### config.mk
export PLATFORM = sky130hd
export DESIGN_NAME = instr_fetch_unit
export DESIGN_NICKNAME = d
export VERILOG_FILES = /design/src/rtl/rv_pkg.sv /design/src/rtl/fetch_fifo.sv /design/src/rtl/instr_fetch_unit.sv
export SDC_FILE = /design/constraint.sdc
export NUM_CORES = 1
export LEC_CHECK = 0
export ABC_AREA = 1
export CAP_MARGIN = 20
export CORE_ASPECT_RATIO = 1.5
export CORE_UTILIZATION = 51
export CTS_CLUSTER_DIAMETER = 120
export DETAILED_ROUTE_END_ITERATION = 10
export GPL_TIMING_DRIVEN = 0
export HOLD_SLACK_MARGIN = 0.15
export PLACE_DENSITY = 0.87
export REMOVE_ABC_BUFFERS = 1
export SYNTH_ARGS = -nofsm -noshare
export SYNTH_HDL_FRONTEND = slang
export SYNTH_SLANG_ARGS = --single-unit
export TNS_END_PERCENT = 10
### constraint.sdc
create_clock -name clk -period 7.92 [get_ports clk]
set_clock_uncertainty 0.05 [all_clocks]
set_input_delay 0.792 -clock clk [delete_from_list [all_inputs] [get_ports clk]]
set_output_delay 0.792 -clock clk [all_outputs]
set_load 0.01 [all_outputs]
### src/rtl/rv_pkg.sv
// Shared RISC-V front-end definitions: major opcode constants, the canonical
// NOP encoding, the fetch FSM state encoding and the default reset PC.
package rv_pkg;

  localparam logic [6:0] OP_R      = 7'b0110011;
  localparam logic [6:0] OP_I      = 7'b0010011;
  localparam logic [6:0] OP_LOAD   = 7'b0000011;
  localparam logic [6:0] OP_STORE  = 7'b0100011;
  localparam logic [6:0] OP_BRANCH = 7'b1100011;
  localparam logic [6:0] OP_LUI    = 7'b0110111;

  // addi x0, x0, 0
  localparam logic [31:0] NOP_INSTR = 32'h0000_0013;

  localparam logic [31:0] RESET_PC_DEFAULT = 32'h0000_0000;

  typedef enum logic [1:0] {
    FETCH_IDLE = 2'd0,
    FETCH_REQ  = 2'd1,
    FETCH_WAIT = 2'd2
  } fetch_state_e;

endpackage

### src/rtl/fetch_fifo.sv
// Instruction buffer for the fetch unit: DEPTH entries of {pc, instr}.
// Ports:
//   clk, rst        clock / asynchronous active-high reset (pointers and count)
//   flush           discard all entries; overrides a same-edge push or pop
//   push, push_data write one entry at the tail
//   pop             drop the head entry
//   head_data       current head entry (combinational)
//   count, empty    occupancy
// DEPTH must be a power of two so the pointers wrap naturally.
module fetch_fifo #(
  parameter int DEPTH = 2,
  parameter int WIDTH = 64
) (
  input  logic                     clk,
  input  logic                     rst,
  input  logic                     flush,
  input  logic                     push,
  input  logic [WIDTH-1:0]         push_data,
  input  logic                     pop,
  output logic [WIDTH-1:0]         head_data,
  output logic [$clog2(DEPTH):0]   count,
  output logic                     empty
);

  localparam int AW = $clog2(DEPTH);

  logic [WIDTH-1:0] mem [DEPTH];
  logic [AW-1:0]    wr_ptr;
  logic [AW-1:0]    rd_ptr;

  always_ff @(posedge clk or posedge rst) begin
    if (rst) begin
      wr_ptr <= '0;
      rd_ptr <= '0;
      count  <= '0;
    end else if (flush) begin
      wr_ptr <= '0;
      rd_ptr <= '0;
      count  <= '0;
    end else begin
      if (push) wr_ptr <= wr_ptr + 1'b1;
      if (pop)  rd_ptr <= rd_ptr + 1'b1;
      if (push && !pop)      count <= count + 1'b1;
      else if (pop && !push) count <= count - 1'b1;
    end
  end

  // Storage carries no reset; only pointers/count define validity.
  always_ff @(posedge clk) begin
    if (push && !flush) mem[wr_ptr] <= push_data;
  end

  assign head_data = mem[rd_ptr];
  assign empty     = (count == '0);

endmodule

### src/rtl/instr_fetch_unit.sv
// Fetch stage in front of control_unit. Issues PC-ordered word reads to the
// instruction memory (one request outstanding), buffers returned words and
// presents the head instruction with its decoded register/opcode fields.
// Ports:
//   clk, rst                        clock / asynchronous active-high reset
//   imem_req_valid/addr/ready       fetch request handshake (word aligned)
//   imem_rsp_valid/data             in-order read response
//   redirect_valid/redirect_pc      PC override from branch resolution
//   stall                           downstream holds the current instruction
//   id_valid/id_pc/id_instr         head of the instruction buffer (NOP when empty)
//   opcode/funct3/funct7/rd/rs1/rs2 fields sliced from id_instr
module instr_fetch_unit
  import rv_pkg::*;
#(
  parameter logic [31:0] RESET_PC   = RESET_PC_DEFAULT,
  parameter int          FIFO_DEPTH = 2
) (
  input  logic        clk,
  input  logic        rst,
  output logic        imem_req_valid,
  output logic [31:0] imem_req_addr,
  input  logic        imem_req_ready,
  input  logic        imem_rsp_valid,
  input  logic [31:0] imem_rsp_data,
  input  logic        redirect_valid,
  input  logic [31:0] redirect_pc,
  input  logic        stall,
  output logic        id_valid,
  output logic [31:0] id_pc,
  output logic [31:0] id_instr,
  output logic [6:0]  opcode,
  output logic [2:0]  funct3,
  output logic [6:0]  funct7,
  output logic [4:0]  rd,
  output logic [4:0]  rs1,
  output logic [4:0]  rs2
);

  localparam int            CW        = $clog2(FIFO_DEPTH) + 1;
  localparam logic [CW-1:0] DEPTH_CNT = CW'(FIFO_DEPTH);

  fetch_state_e state_q;
  fetch_state_e state_d;

  logic [31:0] fetch_pc;   // next address to request
  logic [31:0] req_addr;   // address currently presented to memory
  logic [31:0] req_pc;     // address of the outstanding (accepted) request
  logic        drop;       // outstanding response belongs to a redirected-away path

  logic          accept;
  logic          rsp_take;
  logic          push;
  logic          pop;
  logic [31:0]   redirect_target;
  logic [63:0]   head_data;
  logic [CW-1:0] fifo_count;
  logic          fifo_empty;

  assign accept          = (state_q == FETCH_REQ) && imem_req_ready;
  assign rsp_take        = (state_q == FETCH_WAIT) && imem_rsp_valid;
  assign push            = rsp_take && !drop && !redirect_valid;
  assign pop             = id_valid && !stall && !redirect_valid;
  assign redirect_target = {redirect_pc[31:2], 2'b00};

  always_comb begin
    state_d = state_q;
    case (state_q)
      // Only issue when the word is guaranteed a FIFO slot on return.
      FETCH_IDLE: if (!redirect_valid && (fifo_count < DEPTH_CNT)) state_d = FETCH_REQ;
      FETCH_REQ:  if (imem_req_ready) state_d = FETCH_WAIT;
      FETCH_WAIT: if (imem_rsp_valid) state_d = FETCH_IDLE;
      default:    state_d = FETCH_IDLE;
    endcase
  end

  always_ff @(posedge clk or posedge rst) begin
    if (rst) begin
      state_q  <= FETCH_IDLE;
      fetch_pc <= RESET_PC;
      req_addr <= RESET_PC;
      req_pc   <= RESET_PC;
      drop     <= 1'b0;
    end else begin
      state_q <= state_d;

      // The presented address is latched once so a redirect cannot change it
      // while the request waits for ready.
      if (state_q == FETCH_IDLE && state_d == FETCH_REQ) req_addr <= fetch_pc;
      if (accept) req_pc <= req_addr;

      // An accepted request from a redirected-away path must not advance
      // the new fetch PC.
      if (redirect_valid)        fetch_pc <= redirect_target;
      else if (accept && !drop)  fetch_pc <= fetch_pc + 32'd4;

      if (rsp_take)
        drop <= 1'b0;
      else if (redirect_valid && (state_q == FETCH_REQ || state_q == FETCH_WAIT))
        drop <= 1'b1;
    end
  end

  fetch_fifo #(
    .DEPTH (FIFO_DEPTH),
    .WIDTH (64)
  ) u_fifo (
    .clk       (clk),
    .rst       (rst),
    .flush     (redirect_valid),
    .push      (push),
    .push_data ({req_pc, imem_rsp_data}),
    .pop       (pop),
    .head_data (head_data),
    .count     (fifo_count),
    .empty     (fifo_empty)
  );

  assign imem_req_valid = (state_q == FETCH_REQ);
  assign imem_req_addr  = req_addr;

  assign id_valid = !fifo_empty;
  assign id_pc    = id_valid ? head_data[63:32] : 32'h0;
  assign id_instr = id_valid ? head_data[31:0]  : NOP_INSTR;

  assign opcode = id_instr[6:0];
  assign rd     = id_instr[11:7];
  assign funct3 = id_instr[14:12];
  assign rs1    = id_instr[19:15];
  assign rs2    = id_instr[24:20];
  assign funct7 = id_instr[31:25];

endmodule

Word-level counts from Yosys, hierarchy flattened. Memory sizes are Yosys's and may differ from the RTL's. Index checks and enable logic that the tools add are counted.

Add/subtract/negate cells: 5. Magnitude comparators: 1. Eq/ne operators: 3. Muxes and demuxes: 19. Reduce and logical (&&, ||, !) cells: 27.

Operators by type and width (number): two-way mux 32 bit (4); adder 32 x 3 -> 32 bit, second input constant (1); logical AND 1 bit (13); two-way mux 2 bit (6); two-way mux 1 bit (8); nonzero test 2 bit (4); logical NOT 1 bit (6); one-hot mux 2 bit (3 select lines) (1); == test 2 x 1 -> 1 bit, second input constant (2); logical NOT 2 bit (2); nonzero test 3 bit (1); adder 1 bit, second input constant (2); adder 2 x 1 -> 2 bit, second input constant (1); == test 2 bit, second input constant (1); < comparator 2 bit, second input constant (1); subtractor 2 x 1 -> 2 bit, second input constant (1); logical OR 1 bit (1).

Register bits: 103. Bits in writable memories: 128. Bits of input ports: 70. Output and inout port bits: 130. Logic and storage cells: 64. Memories kept: 1.

Memory list: u_fifo.mem (words 2, bits a word 64, rd ports 1, clocked after Yosys merged registers in 0, write ports 1, RTL line fetch_fifo.sv:27) `logic [WIDTH-1:0] mem [DEPTH];`.

Longest topological paths before layout. Gate-level depths: netlist of run 1.

Depth in word-level cells: 9. Gate-level depth with buffers: 11. Depth with buffers taken out: 10.

Hierarchy. Synthesis of run 1 repeated with hierarchy kept, for this count alone.

Cells, all modules: 941. Area, all modules: 10546.4 um2.

Modules (own cells, without submodules): instr_fetch_unit (instances 1, cells an instance 706, area each 5485.3 um2, sequential area each 2327.2 um2); fetch_fifo (instances 1, cells an instance 235, area each 5061.1 um2, sequential area each 3943.8 um2).

Worst setup path after synthesis of run 1. No wires, ideal clock.

Kind: input to register. Start: input port redirect_valid. End: memory u_fifo.mem[1][0], enable pin. Library setup time: 0.559 ns. Arrival: 5.510 ns. Data required time: 7.311 ns. Setup slack: 1.802 ns. Stages on the path: 5. Path buffers: 2. Cells stage by stage: buf_6 inv_1 buf_2 nand2_1 nor3_1.

Word-level cells in the longest chain between the ends: 5.

RTL lines: start: declaration (RTL line instr_fetch_unit.sv:25) `input logic redirect_valid,`; logical NOT 1 bit (*) (RTL line fetch_fifo.sv:50, instr_fetch_unit.sv:61); logical AND 1 bit (RTL line instr_fetch_unit.sv:61) `assign push = rsp_take && !drop && !redirect_valid;`; logical AND 1 bit (*) (RTL line fetch_fifo.sv:50) `if (push && !flush) mem[wr_ptr] <= push_data;`; two-way mux 1 bit (*) (RTL line fetch_fifo.sv:50); two-way mux 1 bit (not written as such) (*) (RTL line fetch_fifo.sv:50); end: declaration (RTL line fetch_fifo.sv:27).

Every way passes the cells marked *; elsewhere a longest branch is shown, timed or not.

Final worst setup path of run 1.
Start: register u_fifo.rd_ptr. End: output port id_instr[19].

Word-level cells in the longest chain between the ends: 2.

RTL lines: start: declaration (RTL line fetch_fifo.sv:29) `logic [AW-1:0] rd_ptr;`; start signal: assignment (RTL line fetch_fifo.sv:42) `if (pop) rd_ptr <= rd_ptr + 1'b1;`; memory (2 x 64 bit); two-way mux 32 bit (RTL line instr_fetch_unit.sv:123) `assign id_instr = id_valid ? head_data[31:0] : NOP_INSTR;`; end: declaration (RTL line instr_fetch_unit.sv:30) `output logic [31:0] id_instr,`.

No other way between the ends.

==> results.sh, run 1 <==
export IMPL_fill_cells=1361
export IMPL_synth_area_leaders="edfxtp_1 (38%), dfrtp_1 (25%), nand2_1 (14%)"
export IMPL_power_frac_clock_pct=25.6
export IMPL_p_comb_share_pct=34.7
export IMPL_dpl_cell_count=1376
export IMPL_synth_edf_count=124
export IMPL_rsz0062_at_grt="false"
export IMPL_stdcell_count=1416
export IMPL_hpwl_mm=16.0
export IMPL_fmax_mhz=282
export IMPL_min_period_ns=3.55
export IMPL_critPathSlowestCell="clkdlybuf4s50_1"
export IMPL_wl_per_cell_um=16.3
export IMPL_grt_pass1_vias=7245
export IMPL_die_width_um=114
export IMPL_cts_made_buffers=21
export IMPL_htreeDepth=1
export IMPL_cts_sinks=221
export IMPL_first_pass_iters=5
export IMPL_cp_max_fo=37
export IMPL_drive_above_1_share_pct=6.79
export IMPL_p_leak_nw=5.12
export IMPL_swShare_pct=33.0
export IMPL_root_buffer="clkbuf_16"
export IMPL_ir_drop_mv=0.169
export IMPL_ys_warn_count=0
export IMPL_yosysSeqAreaShare_pct=63.6
export IMPL_finalHoldViolations=0
export IMPL_grt_use_met3_pct=2.76
export IMPL_fin_nets=1225
export IMPL_vias=7417
export IMPL_design_area_um2=12500
export IMPL_seq_power_share_pct=39.7
export IMPL_crit_chain="inv_2 > buf_12 > nand2_1 > a21oi_1 > clkdlybuf4s50_1"
export IMPL_worst_setup_path_end_kind="output pin"
export IMPL_routed_wl_mm=23.1
export IMPL_slew_violations=0
export IMPL_cts_setup_buffers=0
export IMPL_clock_latency_ns=0.49
export IMPL_drt_first_iter_violations=559
export IMPL_crit_arrival_ns=2.71
export IMPL_worst_pin_slew_ns=1.07
export IMPL_synthArstFlopShare_pct=43.9
export IMPL_finalCritPeriodShare_pct=44.8
export IMPL_portBuffers=193
export IMPL_cts_repair_resized=0
export IMPL_min_path_type="register to register"
export IMPL_gr_usage_met2_pct=42.4
export IMPL_power_total_mw=4.09
export IMPL_power_internal_mw=2.74
export IMPL_drc_errors=0
export IMPL_coreArea_um2=18500
export IMPL_ys_flop_type="edfxtp_1"
export IMPL_die_y_um=171
export IMPL_grt_max_degree=65
export IMPL_synthTopCellsByCount="nand2_1 (359), edfxtp_1 (124), dfrtp_1 (97), a21oi_1 (68), inv_1 (61)"
export IMPL_cts_buffer_depth=3
export IMPL_yosys_cell_count_top_type="nand2_1"
export IMPL_setup_slack_ns=4.37
export IMPL_dieArea_um2=19500
export IMPL_p_per_area_nw_per_um2=328
export IMPL_post_drt_via_cell_ratio=5.24
export IMPL_max_cap_viol_count=0
export IMPL_initial_utilization_pct=52.1
export IMPL_dpl_cell_area_um2=11700
export IMPL_setup_viol=0
export IMPL_ys_ff_latch=221
export IMPL_grt_remaining_overflow=0
export IMPL_rows=61
export IMPL_area_delta_synth_final_pct=28.9
export IMPL_fin_setup_tns_ns=0
export IMPL_grt_pass1_wl_mm=36.1
export IMPL_antenna_cells=0
export IMPL_cts_hold_repair_buffers=0
export IMPL_postRouteAntennaNets=0
export IMPL_use_met1_pct=26.9
export IMPL_path_class="register to output pin"
export IMPL_busiest_layer="met2"
export IMPL_synth_top_area_share_pct=38.5
export IMPL_place_ws_ns=3.35
export IMPL_yosysTopAreaCell="edfxtp_1"
export IMPL_syn_cell_area_um2=9670
export IMPL_clk_pin_slew_ns=0.07
export IMPL_post_route_util_pct=67.2
export IMPL_grt_use_total_pct=23.6
export IMPL_outcome="finished clean"
export IMPL_slew_headroom_pct=28.7
export IMPL_cts_tree="yes"
export IMPL_critPathMaxStageDelay_ns=0.61
export IMPL_synth_area_per_cell_um2=9.74
export IMPL_place_congestion=0.902
export IMPL_p_sw_mw=1.35
export IMPL_syn_inst=993
export IMPL_synth_distinct_cells=34
export IMPL_antenna_found_initial=0
export IMPL_startpoint_type="register"
export IMPL_fin_hold_ws_ns=0.422
export IMPL_ios=200
export IMPL_critPathRequiredTime_ns=7.08
==> cells by family (layout without fill, tap and decap cells) <==
group	after synthesis	count (layout)	synth area share, %
buf+inv	142	310	7.33
xor+xnor	7	7	0.634
fa+ha+maj	5	5	0.647
compound gates	134	134	7.63
other cells	1	4	0.0388
flops	221	221	63.6
simple gates	483	483	20.1
==> cells in the final DEF (no fill, tap or decap), drive strengths merged, types with 14 or more instances in the layout <==
cell | synthesis | routed
o21ai | 47 | 47
edfxtp | 124 | 124
clkdlybuf4s50 | 0 | 193
dfrtp | 97 | 97
nand3 | 51 | 51
a21oi | 73 | 73
buf | 50 | 14
inv | 66 | 67
clkbuf | 26 | 29
nand2 | 363 | 363
nor2 | 61 | 61
==> flip-flops by register name (all words and copies together), names as in the netlist <==
signal         flops
imem_req_addr     30
drop               1
state_q            2
u_fifo.wr_ptr      1
u_fifo.rd_ptr      1
fetch_pc          30
u_fifo.count       2
req_pc            30
u_fifo.mem       124
==> power by group through the flow <==
stage | Combinational (mW) | Sequential [mW] | Clock (mW)
floorplan | 0.611 | 1.63 | 0
global placement | 1.32 | 1.64 | 0
detailed placement | 1.40 | 1.64 | 0
CTS | 1.41 | 1.62 | 1.06
global route | 1.55 | 1.64 | 1.11
finish | 1.42 | 1.62 | 1.05
==> final cells by class <==
type	instances	area (um2)	area share [%]
timing repair buffer	207	2190	17.5
tap	252	315	2.53
inverter	66	250	2.01
clock buffer	29	628	5.04
clock inverter	8	97.6	0.783
multi-input combinational	633	2840	22.8
sequential	221	6150	49.3
==> path summary, 6_finish.rpt <==
kind	from	to	slack [ns]	cells past startpoint
max	u_fifo.rd_ptr$_DFFE_PP0P_	id_instr[19]	4.37	5
min	req_pc[25]$_DFFE_PP0N_	u_fifo.mem[0][57]$_DFFE_PP_	0.42	0
max reg2reg	state_q[1]$_DFF_PP0_	fetch_pc[28]$_DFFE_PP0P_	4.87	8
min reg2reg	req_pc[25]$_DFFE_PP0N_	u_fifo.mem[0][57]$_DFFE_PP_	0.42	0
max in group asynchronous	rst	u_fifo.rd_ptr$_DFFE_PP0P_	6.51	3
min in group asynchronous	rst	imem_req_addr[30]$_DFFE_PP0P_	0.62	2
==> critical path: cells and delay by family, from the launching register on <==
| family | cells | cell delay [ns] |
|---|---|---|
| flip-flops | 1 | 0.56 |
| buffers and inverters | 3 | 1.36 |
| AND/OR/NAND/NOR | 1 | 0.07 |
| AO/OA/AOI/OAI | 1 | 0.21 |
==> routing by layer <==
metal  routed length (um)  share of wire, %
met5                    0                 0
met4                 1180               5.1
met3                 1290               5.6
met2                12000                52
met1                 8600                37
Power figures use the tool's default switching activity.
==> run 2: changes to the inputs <==
Settings changed: CORE_UTILIZATION 51 to 46, PLACE_DENSITY 0.87 to 0.83.
Clock period 7.92 ns to 3 ns, I/O delays scaled along.
==> run 2 against run 1 <==
- global-route usage fell by 2.5 points
- die area rose by 11%
- worst hold slack got worse by 0.097 ns
- combinational power rose to 2.6 times the previous value
- worst setup slack got worse by 4.3 ns
- final area fell by 0.61%
- non-clock buffer count did not move
- wire length fell by 2.2%
- clock power rose by 130%
- via count fell by 2.0%
- largest power group unchanged
==> results.sh, run 2 (synthesis gave the netlist of run 1 again) <==
export IMPL_outcome="finished clean"
export IMPL_grt_max_degree=72
export IMPL_wl_per_cell_um=15.8
export IMPL_drive_above_1_share_pct=6.79
export IMPL_critPathRequiredTime_ns=2.65
export IMPL_antenna_cells=0
export IMPL_multi_input_area_um2=2850
export IMPL_max_cap_viol_count=0
export IMPL_postRouteAntennaNets=0
export IMPL_root_buffer="clkbuf_16"
export IMPL_grt_pass1_wl_mm=36.1
export IMPL_cts_sinks=221
export IMPL_htreeDepth=1
export IMPL_power_total_mw=10.5
export IMPL_worst_pin_slew_ns=0.765
export IMPL_dieArea_um2=21600
export IMPL_grt_use_total_pct=21.1
export IMPL_portBuffers=193
export IMPL_finalCritPeriodShare_pct=96.3
export IMPL_clk_pin_slew_ns=0.06
export IMPL_finalHoldViolations=0
export IMPL_cts_buffer_depth=3
export IMPL_clock_latency_ns=0.49
export IMPL_place_ws_ns=-1.49
export IMPL_worst_setup_path_end_kind="output pin"
export IMPL_ir_drop_mv=0.449
export IMPL_area_delta_synth_final_pct=28.1
export IMPL_cts_tree="yes"
export IMPL_cts_made_buffers=21
export IMPL_die_width_um=120
export IMPL_setup_slack_ns=0.112
export IMPL_vias=7272
export IMPL_largest_reg_flops=124
export IMPL_fill_cells=1680
export IMPL_rsz0062_at_grt="false"
export IMPL_antenna_found_initial=0
export IMPL_drt_first_iter_violations=406
export IMPL_p_leak_nw=5.08
export IMPL_first_pass_iters=5
export IMPL_top_register="u_fifo.mem"
export IMPL_whs_path_depth=3
export IMPL_routed_wl_mm=22.6
export IMPL_place_congestion=0.852
export IMPL_cp_max_fo=44
export IMPL_fmax_mhz=346
export IMPL_slew_violations=0
export IMPL_post_drt_via_cell_ratio=5.09
export IMPL_min_period_ns=2.89
export IMPL_grt_remaining_overflow=0
export IMPL_rows=64
export IMPL_initial_utilization_pct=47.2
export IMPL_min_path_type="input port to register"
export IMPL_startpoint_type="register"
export IMPL_hpwl_mm=15.7
export IMPL_p_per_area_nw_per_um2=844
export IMPL_slew_headroom_pct=48.9
export IMPL_final_cell_mix="nand2_1 (359), clkdlybuf4s50_1 (191), edfxtp_1 (124)"
export IMPL_regArea_um2=6150
export IMPL_coreArea_um2=20500
export IMPL_dpl_cell_count=1388
export IMPL_reg2regPathDepth=8
export IMPL_grt_pass1_vias=7166
export IMPL_stdcell_count=1428
export IMPL_die_y_um=180
export IMPL_crit_arrival_ns=2.54
export IMPL_setup_viol=0
export IMPL_final_common_cell="nand2_1"
export IMPL_ios=200
export IMPL_drc_errors=0
export IMPL_fin_nets=1226
export IMPL_path_class="register to output pin"
-- run 2: changes by cell type in the layout (fill, tap and decap cells not counted), sizes merged, moves of 2 or more --
cell,change
bufinv,-2
clkbuf,-2
clkdlybuf4s50,-2
clkinv,+2
clkinvlp,+3
-- run 2: layer usage --
layer  part of all wire (%)  GRT usage (%)
met5                      0              0
met4                    5.4           11.5
met3                    4.3           2.16
met2                     53           38.8
met1                     38           23.6
-- run 2: final cells by class --
type	count	share of cell area, %
sequential	221	49.7
timing repair inverter	1	0.0404
clock buffer	27	4.66
clock inverter	9	0.404
tap	264	2.67
inverter	66	2.11
multi-input combinational	633	23.0
timing repair buffer	207	17.4
-- run 2: repair_timing --
item | 4_1_cts | 5_1_grt
hold endpoints to repair | 26 | 0
resized for setup | 9 | 4
cloned | 1 | 0
setup endpoints to repair | 196 | 14
hold buffers | 1 | 0
pin swaps | 0 | 0
setup buffers | 1 | 0
-- run 2: worst max-delay path, cell delays in order, from the launching register on --
cell and delay (ns):
dfrtp_4 0.56, buf_12 0.21, inv_8 0.16, buf_16 0.22, nand2_1 0.08, a21oi_1 0.19, clkdlybuf4s50_1 0.58
-- run 2: through the flow --
stage	instance area, um2	hold WS, ns	TNS [ns]	util (%)
3_5_place_dp	11700	0.406	-131.41	57.0
2_1_floorplan	9220	0.349	-242.33	-
4_1_cts	12400	0.307	0	60.3
6_report	12400	0.324	0	60.5
5_1_grt	12400	0.328	0	60.5
3_3_place_gp	11500	0.398	-963.86	56.0
-- run 2: worst paths after layout --
path	startpoint	to	slack, ns
hold reg to reg	req_pc[14]$_DFFE_PP0N_	u_fifo.mem[1][46]$_DFFE_PP_	0.41
max in group asynchronous	rst	u_fifo.rd_ptr$_DFFE_PP0P_	1.52
hold / removal	redirect_pc[29]	fetch_pc[29]$_DFFE_PP0P_	0.32
min in group asynchronous	rst	imem_req_addr[28]$_DFFE_PP0P_	0.66
setup / recovery	u_fifo.rd_ptr$_DFFE_PP0P_	rd[2]	0.11
setup reg to reg	state_q[1]$_DFF_PP0_	fetch_pc[28]$_DFFE_PP0P_	0.22
-- run 2: report_power, final --
part / internal, mW / switching [mW]
Sequential: 3.82 / 0.442
Combinational: 1.78 / 1.99
Clock: 1.36 / 1.07
Total: 6.96 / 3.50
